### src/rtl/axis_tx_rr_arbiter.sv
// -----------------------------------------------------------------------------
// axis_tx_rr_arbiter
//
// Merges PORT_NUM AXI-Stream FIFO outputs onto one AXI-Stream transmit channel.
// Arbitration is round-robin at packet granularity: the granted FIFO owns the
// output until its tlast beat has been accepted. The transmit side is driven
// from a single output register stage.
//
// Parameters
//   PORT_NUM        number of FIFO inputs, 2..8
//
// Ports
//   glb_clk         sole clock, rising edge
//   glb_areset_n    asynchronous active-low reset
//   s_axis_tvalid   [PORT_NUM]      per-FIFO beat valid
//   s_axis_tready   [PORT_NUM]      per-FIFO ready (only the granted bit may be 1)
//   s_axis_tdata    [PORT_NUM*32]   FIFO i at bits [32i+31:32i]
//   s_axis_tkeep    [PORT_NUM*4]    FIFO i at bits [4i+3:4i]
//   s_axis_tlast    [PORT_NUM]      per-FIFO end of packet
//   m_axis_tvalid   TX beat valid (registered)
//   m_axis_tready   TX ready
//   m_axis_tdata    [32] TX data (registered)
//   m_axis_tkeep    [4]  TX byte enables (registered)
//   m_axis_tlast    TX end of packet (registered)
//   grant_port      [8]  index of the owning FIFO, meaningful while busy=1
//   busy            high while a packet is being forwarded
// -----------------------------------------------------------------------------
module axis_tx_rr_arbiter #(
  parameter int PORT_NUM = 4
) (
  input  logic                    glb_clk,
  input  logic                    glb_areset_n,
  input  logic [PORT_NUM-1:0]     s_axis_tvalid,
  output logic [PORT_NUM-1:0]     s_axis_tready,
  input  logic [PORT_NUM*32-1:0]  s_axis_tdata,
  input  logic [PORT_NUM*4-1:0]   s_axis_tkeep,
  input  logic [PORT_NUM-1:0]     s_axis_tlast,
  output logic                    m_axis_tvalid,
  input  logic                    m_axis_tready,
  output logic [31:0]             m_axis_tdata,
  output logic [3:0]              m_axis_tkeep,
  output logic                    m_axis_tlast,
  output logic [7:0]              grant_port,
  output logic                    busy
);

  // Index width covers the largest legal PORT_NUM (8), so every internal
  // index is exactly 3 bits and selects into 8-entry padded views.
  localparam int IDX_W = 3;
  localparam logic [IDX_W-1:0] LAST_IDX = IDX_W'(PORT_NUM - 1);

  typedef enum logic [0:0] {
    ST_IDLE = 1'b0,
    ST_PKT  = 1'b1
  } state_t;

  // Next index after idx, wrapping to 0 after the last port.
  function automatic logic [IDX_W-1:0] wrap_inc(input logic [IDX_W-1:0] idx);
    logic [IDX_W-1:0] nxt;
    if (idx >= LAST_IDX) begin
      nxt = {IDX_W{1'b0}};
    end else begin
      nxt = idx + 3'd1;
    end
    return nxt;
  endfunction

  // Round-robin search: first requester at or after ptr, wrapping upward.
  // Returns {found, index}.
  function automatic logic [IDX_W:0] rr_pick(input logic [7:0]       req,
                                             input logic [IDX_W-1:0] ptr);
    logic             found;
    logic [IDX_W-1:0] win;
    logic [IDX_W-1:0] cand;
    found = 1'b0;
    win   = ptr;
    cand  = ptr;
    for (int k = 0; k < PORT_NUM; k++) begin
      if (!found && req[cand]) begin
        found = 1'b1;
        win   = cand;
      end else begin
        found = found;
      end
      cand = wrap_inc(cand);
    end
    return {found, win};
  endfunction

  // State and output-stage flops.
  state_t           state_q,  state_d;
  logic [IDX_W-1:0] rr_ptr_q, rr_ptr_d;
  logic [IDX_W-1:0] grant_q,  grant_d;
  logic             m_valid_q, m_valid_d;
  logic [31:0]      m_data_q,  m_data_d;
  logic [3:0]       m_keep_q,  m_keep_d;
  logic             m_last_q,  m_last_d;

  // Padded 8-entry views of the inputs so the 3-bit grant can index directly.
  logic [7:0]  valid_pad;
  logic [7:0]  last_pad;
  logic [31:0] data_arr [8];
  logic [3:0]  keep_arr [8];

  for (genvar g = 0; g < 8; g++) begin : g_pad
    if (g < PORT_NUM) begin : g_real
      assign valid_pad[g] = s_axis_tvalid[g];
      assign last_pad[g]  = s_axis_tlast[g];
      assign data_arr[g]  = s_axis_tdata[32*g +: 32];
      assign keep_arr[g]  = s_axis_tkeep[4*g +: 4];
    end else begin : g_zero
      assign valid_pad[g] = 1'b0;
      assign last_pad[g]  = 1'b0;
      assign data_arr[g]  = 32'h0000_0000;
      assign keep_arr[g]  = 4'h0;
    end
  end

  logic             pkt_s;
  logic             out_free_s;
  logic             sel_valid_s;
  logic             sel_last_s;
  logic             beat_acc_s;
  logic [IDX_W:0]   pick_s;

  assign pkt_s       = (state_q == ST_PKT);
  // Output register can take a new beat when empty or being drained this cycle.
  assign out_free_s  = !m_valid_q || m_axis_tready;
  assign sel_valid_s = valid_pad[grant_q];
  assign sel_last_s  = last_pad[grant_q];
  assign beat_acc_s  = pkt_s && sel_valid_s && out_free_s;
  assign pick_s      = rr_pick(valid_pad, rr_ptr_q);

  // Only the granted FIFO sees ready; everything else is held off.
  for (genvar g = 0; g < PORT_NUM; g++) begin : g_ready
    assign s_axis_tready[g] = pkt_s && out_free_s && (grant_q == IDX_W'(g));
  end

  // Arbitration FSM: grant in IDLE, release on accepted tlast in PKT.
  always_comb begin
    state_d  = state_q;
    rr_ptr_d = rr_ptr_q;
    grant_d  = grant_q;
    case (state_q)
      ST_IDLE: begin
        if (pick_s[IDX_W]) begin
          grant_d = pick_s[IDX_W-1:0];
          state_d = ST_PKT;
        end else begin
          state_d = ST_IDLE;
        end
      end
      ST_PKT: begin
        if (beat_acc_s && sel_last_s) begin
          rr_ptr_d = wrap_inc(grant_q);
          state_d  = ST_IDLE;
        end else begin
          state_d  = ST_PKT;
        end
      end
      default: begin
        state_d  = ST_IDLE;
      end
    endcase
  end

  // Output stage: load on accepted beat, drain when downstream takes it.
  always_comb begin
    m_valid_d = m_valid_q;
    m_data_d  = m_data_q;
    m_keep_d  = m_keep_q;
    m_last_d  = m_last_q;
    if (beat_acc_s) begin
      m_valid_d = 1'b1;
      m_data_d  = data_arr[grant_q];
      m_keep_d  = keep_arr[grant_q];
      m_last_d  = sel_last_s;
    end else if (m_axis_tready) begin
      m_valid_d = 1'b0;
    end else begin
      m_valid_d = m_valid_q;
    end
  end

  // State and output registers; reset truncates any packet in flight.
  always_ff @(posedge glb_clk or negedge glb_areset_n) begin
    if (!glb_areset_n) begin
      state_q   <= ST_IDLE;
      rr_ptr_q  <= {IDX_W{1'b0}};
      grant_q   <= {IDX_W{1'b0}};
      m_valid_q <= 1'b0;
      m_data_q  <= 32'h0000_0000;
      m_keep_q  <= 4'h0;
      m_last_q  <= 1'b0;
    end else begin
      state_q   <= state_d;
      rr_ptr_q  <= rr_ptr_d;
      grant_q   <= grant_d;
      m_valid_q <= m_valid_d;
      m_data_q  <= m_data_d;
      m_keep_q  <= m_keep_d;
      m_last_q  <= m_last_d;
    end
  end

  assign m_axis_tvalid = m_valid_q;
  assign m_axis_tdata  = m_data_q;
  assign m_axis_tkeep  = m_keep_q;
  assign m_axis_tlast  = m_last_q;
  assign grant_port    = {{(8-IDX_W){1'b0}}, grant_q};
  assign busy          = pkt_s;

endmodule

### config.mk
export PLATFORM = sky130hd
export DESIGN_NAME = axis_tx_rr_arbiter
export DESIGN_NICKNAME = d
export VERILOG_FILES = /design/src/rtl/axis_tx_rr_arbiter.sv
export SDC_FILE = /design/constraint.sdc
export NUM_CORES = 1
export LEC_CHECK = 0
export CORE_ASPECT_RATIO = 1.75
export CORE_MARGIN = 5
export CORE_UTILIZATION = 39
export CTS_CLUSTER_SIZE = 28
export DETAILED_ROUTE_END_ITERATION = 10
export PLACE_DENSITY = 0.88
export SLEW_MARGIN = 0
export SYNTH_ARGS = -nofsm -noshare
export SYNTH_HDL_FRONTEND = slang
export SYNTH_SLANG_ARGS = --single-unit
### constraint.sdc
create_clock -name glb_clk -period 5.8 [get_ports glb_clk]
set_input_delay 1.45 -clock glb_clk [delete_from_list [all_inputs] [get_ports glb_clk]]
set_output_delay 1.45 -clock glb_clk [all_outputs]
set_load 0.005 [all_outputs]
# After elaboration in Yosys (flattened, before gate mapping)
# Cells that the tools add are included.
dict set report word_totals {
  out_inout_bits 51
  ff_bits 45
  wordCells 80
}
dict set report op_classes {
  bitwise 2
  add_sub_neg 4
  n_mux 34
  eq_ne 3
  n_lt_le_gt_ge 10
  reduce_logical 20
}
# operator n
set ops {}
lappend ops {{32-bit binary-select mux with 3-bit select} 1}
lappend ops {{32-bit 2-to-1 mux} 2}
lappend ops {{3-bit 2-to-1 mux} 7}
lappend ops {{3-bit by 4-bit less-than comparator with 1-bit output, second input constant} 5}
lappend ops {{1-bit binary-select mux with 3-bit select} 6}
lappend ops {{1-bit 2-to-1 mux} 14}
lappend ops {{3-bit by 1-bit adder with 3-bit output, second input constant} 4}
lappend ops {{4-bit binary-select mux with 3-bit select} 1}
lappend ops {{3-bit by 2-bit >= comparator with 1-bit output, second input constant} 4}
lappend ops {{1-bit logical AND} 11}
lappend ops {{4-bit 2-to-1 mux} 2}
lappend ops {{3-bit by 2-bit == test with 1-bit output, second input constant} 2}
lappend ops {{4-bit >= comparator, second input constant} 1}
lappend ops {{1-bit logical NOT} 4}
lappend ops {{3-bit NOT with 4-bit output} 1}
lappend ops {{2-bit AND reduction} 2}
lappend ops {{3-bit by 1-bit == test with 1-bit output, second input constant} 1}
lappend ops {{3-bit logical NOT} 1}
lappend ops {{1-bit one-hot mux with 2 select lines} 1}
lappend ops {{2-bit nonzero test} 1}
lappend ops {{1-bit logical OR} 1}
lappend ops {{1-bit NOT} 1}

# Longest topological paths before layout
dict set report depth {
  depth_word 14
  ltp_mapped 18
  mapped_depth_nobuf 16
}

# Least setup slack after synthesis
# No wires, ideal clock.
dict set report synth_path {
  path_kind {flip-flop to flip-flop}
  from {register rr_ptr_q[1]}
  to {register grant_q[1]}
  t_required_ns 5.674
  path_slack_ns 2.068
  arrival_time_ns 3.606
  path_stages_with_launch 18
  setup_ns 0.126
  cell_sequence {dfrtp_1 > ha_1 > ha_1 > buf_6 > a211oi_1 > and2_1 > ha_1 > ha_1 > o21bai_1 > o21ai_0 > ha_1 > ha_1 > o21bai_1 > o221ai_4 > mux2i_1 > a21o_1 > a21o_1 > o32a_1}
}
dict set report synth_via {
  elab_chain_cells 13
}
# element line_no
set synth_lines {}
lappend synth_lines {{start: declaration} 92} ;# logic [IDX_W-1:0] rr_ptr_q, rr_ptr_d;
lappend synth_lines {{start signal: assignment} 189} ;# rr_ptr_q <= {IDX_W{1'b0}};
lappend synth_lines {{start signal: assignment} 197} ;# rr_ptr_q <= rr_ptr_d;
lappend synth_lines {{parallel branches: the longest is 13 deep, another holds 3-bit by 1-bit adder with 3-bit output} -}
lappend synth_lines {{end signal: assignment} 190} ;# grant_q <= {IDX_W{1'b0}};
lappend synth_lines {{end signal: assignment} 198} ;# grant_q <= grant_d;
lappend synth_lines {{end: declaration} 93} ;# logic [IDX_W-1:0] grant_q, grant_d;
# Several ways; the timed one is not identified. The select of a mux whose other input is x is not followed.
# A chain may end at the register's enable or synchronous reset.

# Final worst setup path
dict set report layout_path {
  from {input m_axis_tready}
  to {output s_axis_tready[2]}
}
dict set report layout_via {
  elab_chain_cells 3
}
# element line_no
set layout_lines {}
lappend layout_lines {{start: declaration} 39} ;# input logic m_axis_tready,
lappend layout_lines {{1-bit logical OR} 128} ;# assign out_free_s = !m_valid_q || m_axis_tready;
lappend layout_lines {{1-bit logical AND (2 in a row)} 136} ;# assign s_axis_tready[g] = pkt_s && out_free_s && (grant_q == IDX_W'(g));
lappend layout_lines {{end: declaration} 34} ;# output logic [PORT_NUM-1:0] s_axis_tready,
# Every way passes these cells.

==> results.cfg <==
[sta]
maxSlewHeadroom_pct = 40.7
final.setup_skew_ps = 3.14
setup_viol = 0
finalSetupTns_ps = 0
final_min_period_over_clock_period_pct = 76.2
finalHoldViolations = 0
grt_setup_unrepaired = no
fmaxAchievable_ghz = 0.226
period_minus_slack_ps = 4420
timing_max_transition_violations_final = 0
transition_time_at_the_pin_with_the_least_slew_margin_ps = 887

[min_path]
hold_path.class = flop to flop
launch_instance_of_the_worst_min_delay_path = m_axis_tlast

[detailed_routing]
routed_wire_length_per_instance_um = 21.1
routed_wirelength_um = 11500
first_iter_violations = 102
drt_drc_violations_left = 0
num_vias = 2953
drt_pass1_iterations = 4
detail_route.vias_per_cell = 5.40
drtAntennaViolNets = 0

[clocking]
clk_latency_ps = 290
htree_levels = 2
clk_root_buffer_cell = clkbuf_16
path_clk_slew_ps = 60
clkSinkCount = 45
postCtsSetupRepairBufs = 0
cts_hold_buffers = 0
tritoncts_clock_tree = yes
number_of_buffers_between_clock_root_and_the_deepest_sink = 2
cts-buffers-inserted = 5
cts_resized = 0

[logic_synthesis]
seq_area_frac_synth_pct = 33.9
synth_enable_flop_cells = 0
post_synthesis_instance_area_um2 = 3320
postSynth.topFlopCell = dfrtp_1
asyncSetResetFlopFracSynth_pct = 100
post_synth_main_area_contributors = dfrtp_1 (34%), mux4_2 (26%), mux2_2 (13%)
synthesis.area_per_instance_um2 = 13.9
synth.top_cell.area_share_pct = 33.9
synthTopCellsByCount = dfrtp_1 (45), mux2_2 (38), mux4_2 (38)
netlist.top_cell.by_area = dfrtp_1
synth-warning-count = 0
yosys.cell_types.count = 50
yosys.cell_count.top_type = dfrtp_1
synthCells = 239
yosys_register_bits = 45

[placement]
dp_hpwl_um = 9480
place.detailed.instances = 539
gp_routability_congestion = 0.923
place.port_buffers = 200

[die]
ios = 206
initial_core_util_pct = 40.0
number_of_placement_rows = 44
dieWidth_um = 79.8
coreArea_um2 = 8310
die-height_um = 132
floorplan.die_area_um2 = 10500

[setup_path]
path_class = input pin to primary output
timing.rr.start = rr_ptr_q[0]
critPathCaptureType = primary output
critical_path_peak_fanout = 5
timing.critical_path.required_ps = 4350
crit_arrival_ps = 2970
setup_crit_start = m_axis_tready
setup.worst_path.start_class = input pin

[cells_and_area]
antenna-diode-count = 0
final_net_count = 597
n_fill_cell = 651
final-instance-count-excl-fill = 547
syn_to_final_growth_pct = 67.0
drive_above_1_share_pct = 23.4

[grt]
grt_use_total_pct = 22.1
grt_antenna_before_repair = 0
grt_start_max_net_pins = 46
globalRouteOverflowTotal = 0
grt_first_pass_wirelength_um = 17700
first_global_vias = 3260

[pwr]
power.leakage_nw = 2.13
switching_power_mw = 1.06
ir_worst_vdd_v = 0.000330
comb_power_share_pct = 66.6
power.switching_fraction_pct = 37.3
power_report.internal_total_mw = 1.78
powerDensity_nw_per_um2 = 512
clock_power_share_pct = 11.5
seqPwrFrac_pct = 21.9

[run_status]
status = completed

[job]
cap_viol_max_count = 0
==> state kept, by name, indices dropped and copies added, names as in the netlist <==
name and count:
grant_q 3, busy 1, rr_ptr_q 3, m_axis_tlast 1, m_axis_tvalid 1, m_axis_tkeep 4
m_axis_tdata 32
==> path summary, 6_finish.rpt <==
check                              endpoint  cells after the start  slack [ps]
min in group asynchronous  m_axis_tdata[15]                      2        1240
max in group asynchronous        grant_q[1]                      2        4120
setup reg to reg                 grant_q[1]                     16        1410
hold reg to reg                m_axis_tlast                      1         480
hold / removal                 m_axis_tlast                      1         480
setup / recovery           s_axis_tready[2]                      5        1380
==> cell usage in the layout (no fill, tap or decap), types with 4 or more instances in the layout <==
| cell type | instances |
|---|---|
| mux2_2 | 38 |
| clkbuf_16 | 5 |
| nand2b_1 | 4 |
| and2_1 | 5 |
| o21ai_0 | 4 |
| dfrtp_1 | 43 |
| clkdlybuf4s50_1 | 199 |
| nor2_1 | 4 |
| mux4_2 | 38 |
| inv_1 | 11 |
| conb_1 | 5 |
| ha_1 | 11 |
| o211ai_1 | 4 |
==> stage by stage <==
step                power [mW]  hold WS, ps  utilization [%]  setup slack [ps]  instance area, um2
finish                    2.84          483             66.7              1380                5550
CTS                       2.88          484             66.7              1360                5550
detailed placement        2.53          469             64.7              1360                5380
global route              3.05          518             66.7              1110                5550
floorplan                 1.84          474                -              2070                3340
global placement          2.46          462             64.7              1370                5380
==> metal layers <==
layer / track usage (%) / up-vias / routed length (um)
met1: 21.4 / 1480 / 3670
met2: 43.0 / 131 / 6670
met4: 8.18 / 0 / 334
met5: 0 / - / 0
met3: 5.34 / 20 / 868
li1: - / 1322 / -
==> cell families after synthesis <==
| group | Yosys count | synth area share, % |
|---|---|---|
| AOI/OAI and AO/OA | 33 | 10.1 |
| adders and majority gates | 11 | 4.14 |
| buffers and inverters | 34 | 5.27 |
| DFF | 45 | 33.9 |
| muxes | 78 | 39.7 |
| other | 1 | 0.113 |
| and+or+nand+nor | 37 | 6.78 |
==> layout make-up <==
type,count,area (um2),share of cell area (%)
multi-input cells,164,2040,36.7
repair buffers,203,2020,36.4
flip-flops and latches,45,1130,20.3
well taps,115,144,2.59
clock buffers,5,125,2.26
clock inverters,3,46.3,0.835
inverters,12,45.0,0.812
==> worst max-delay path, stage by stage <==
cell and delay (ps):
clkdlybuf4s50_1 450, nand2b_1 130, and3_1 280, and2_1 160
clkdlybuf4s50_1 500
==> power groups by stage <==
| stage | logic (mW) | clock network, mW | registers [mW] |
|---|---|---|---|
| after floorplan | 1.26 | 0 | 0.582 |
| after global placement | 1.84 | 0 | 0.618 |
| after detailed placement | 1.90 | 0 | 0.631 |
| after CTS | 1.92 | 0.335 | 0.625 |
| after global routing | 2.05 | 0.348 | 0.651 |
| final | 1.89 | 0.326 | 0.623 |
Note: power is estimated with default switching activity, not from simulation.
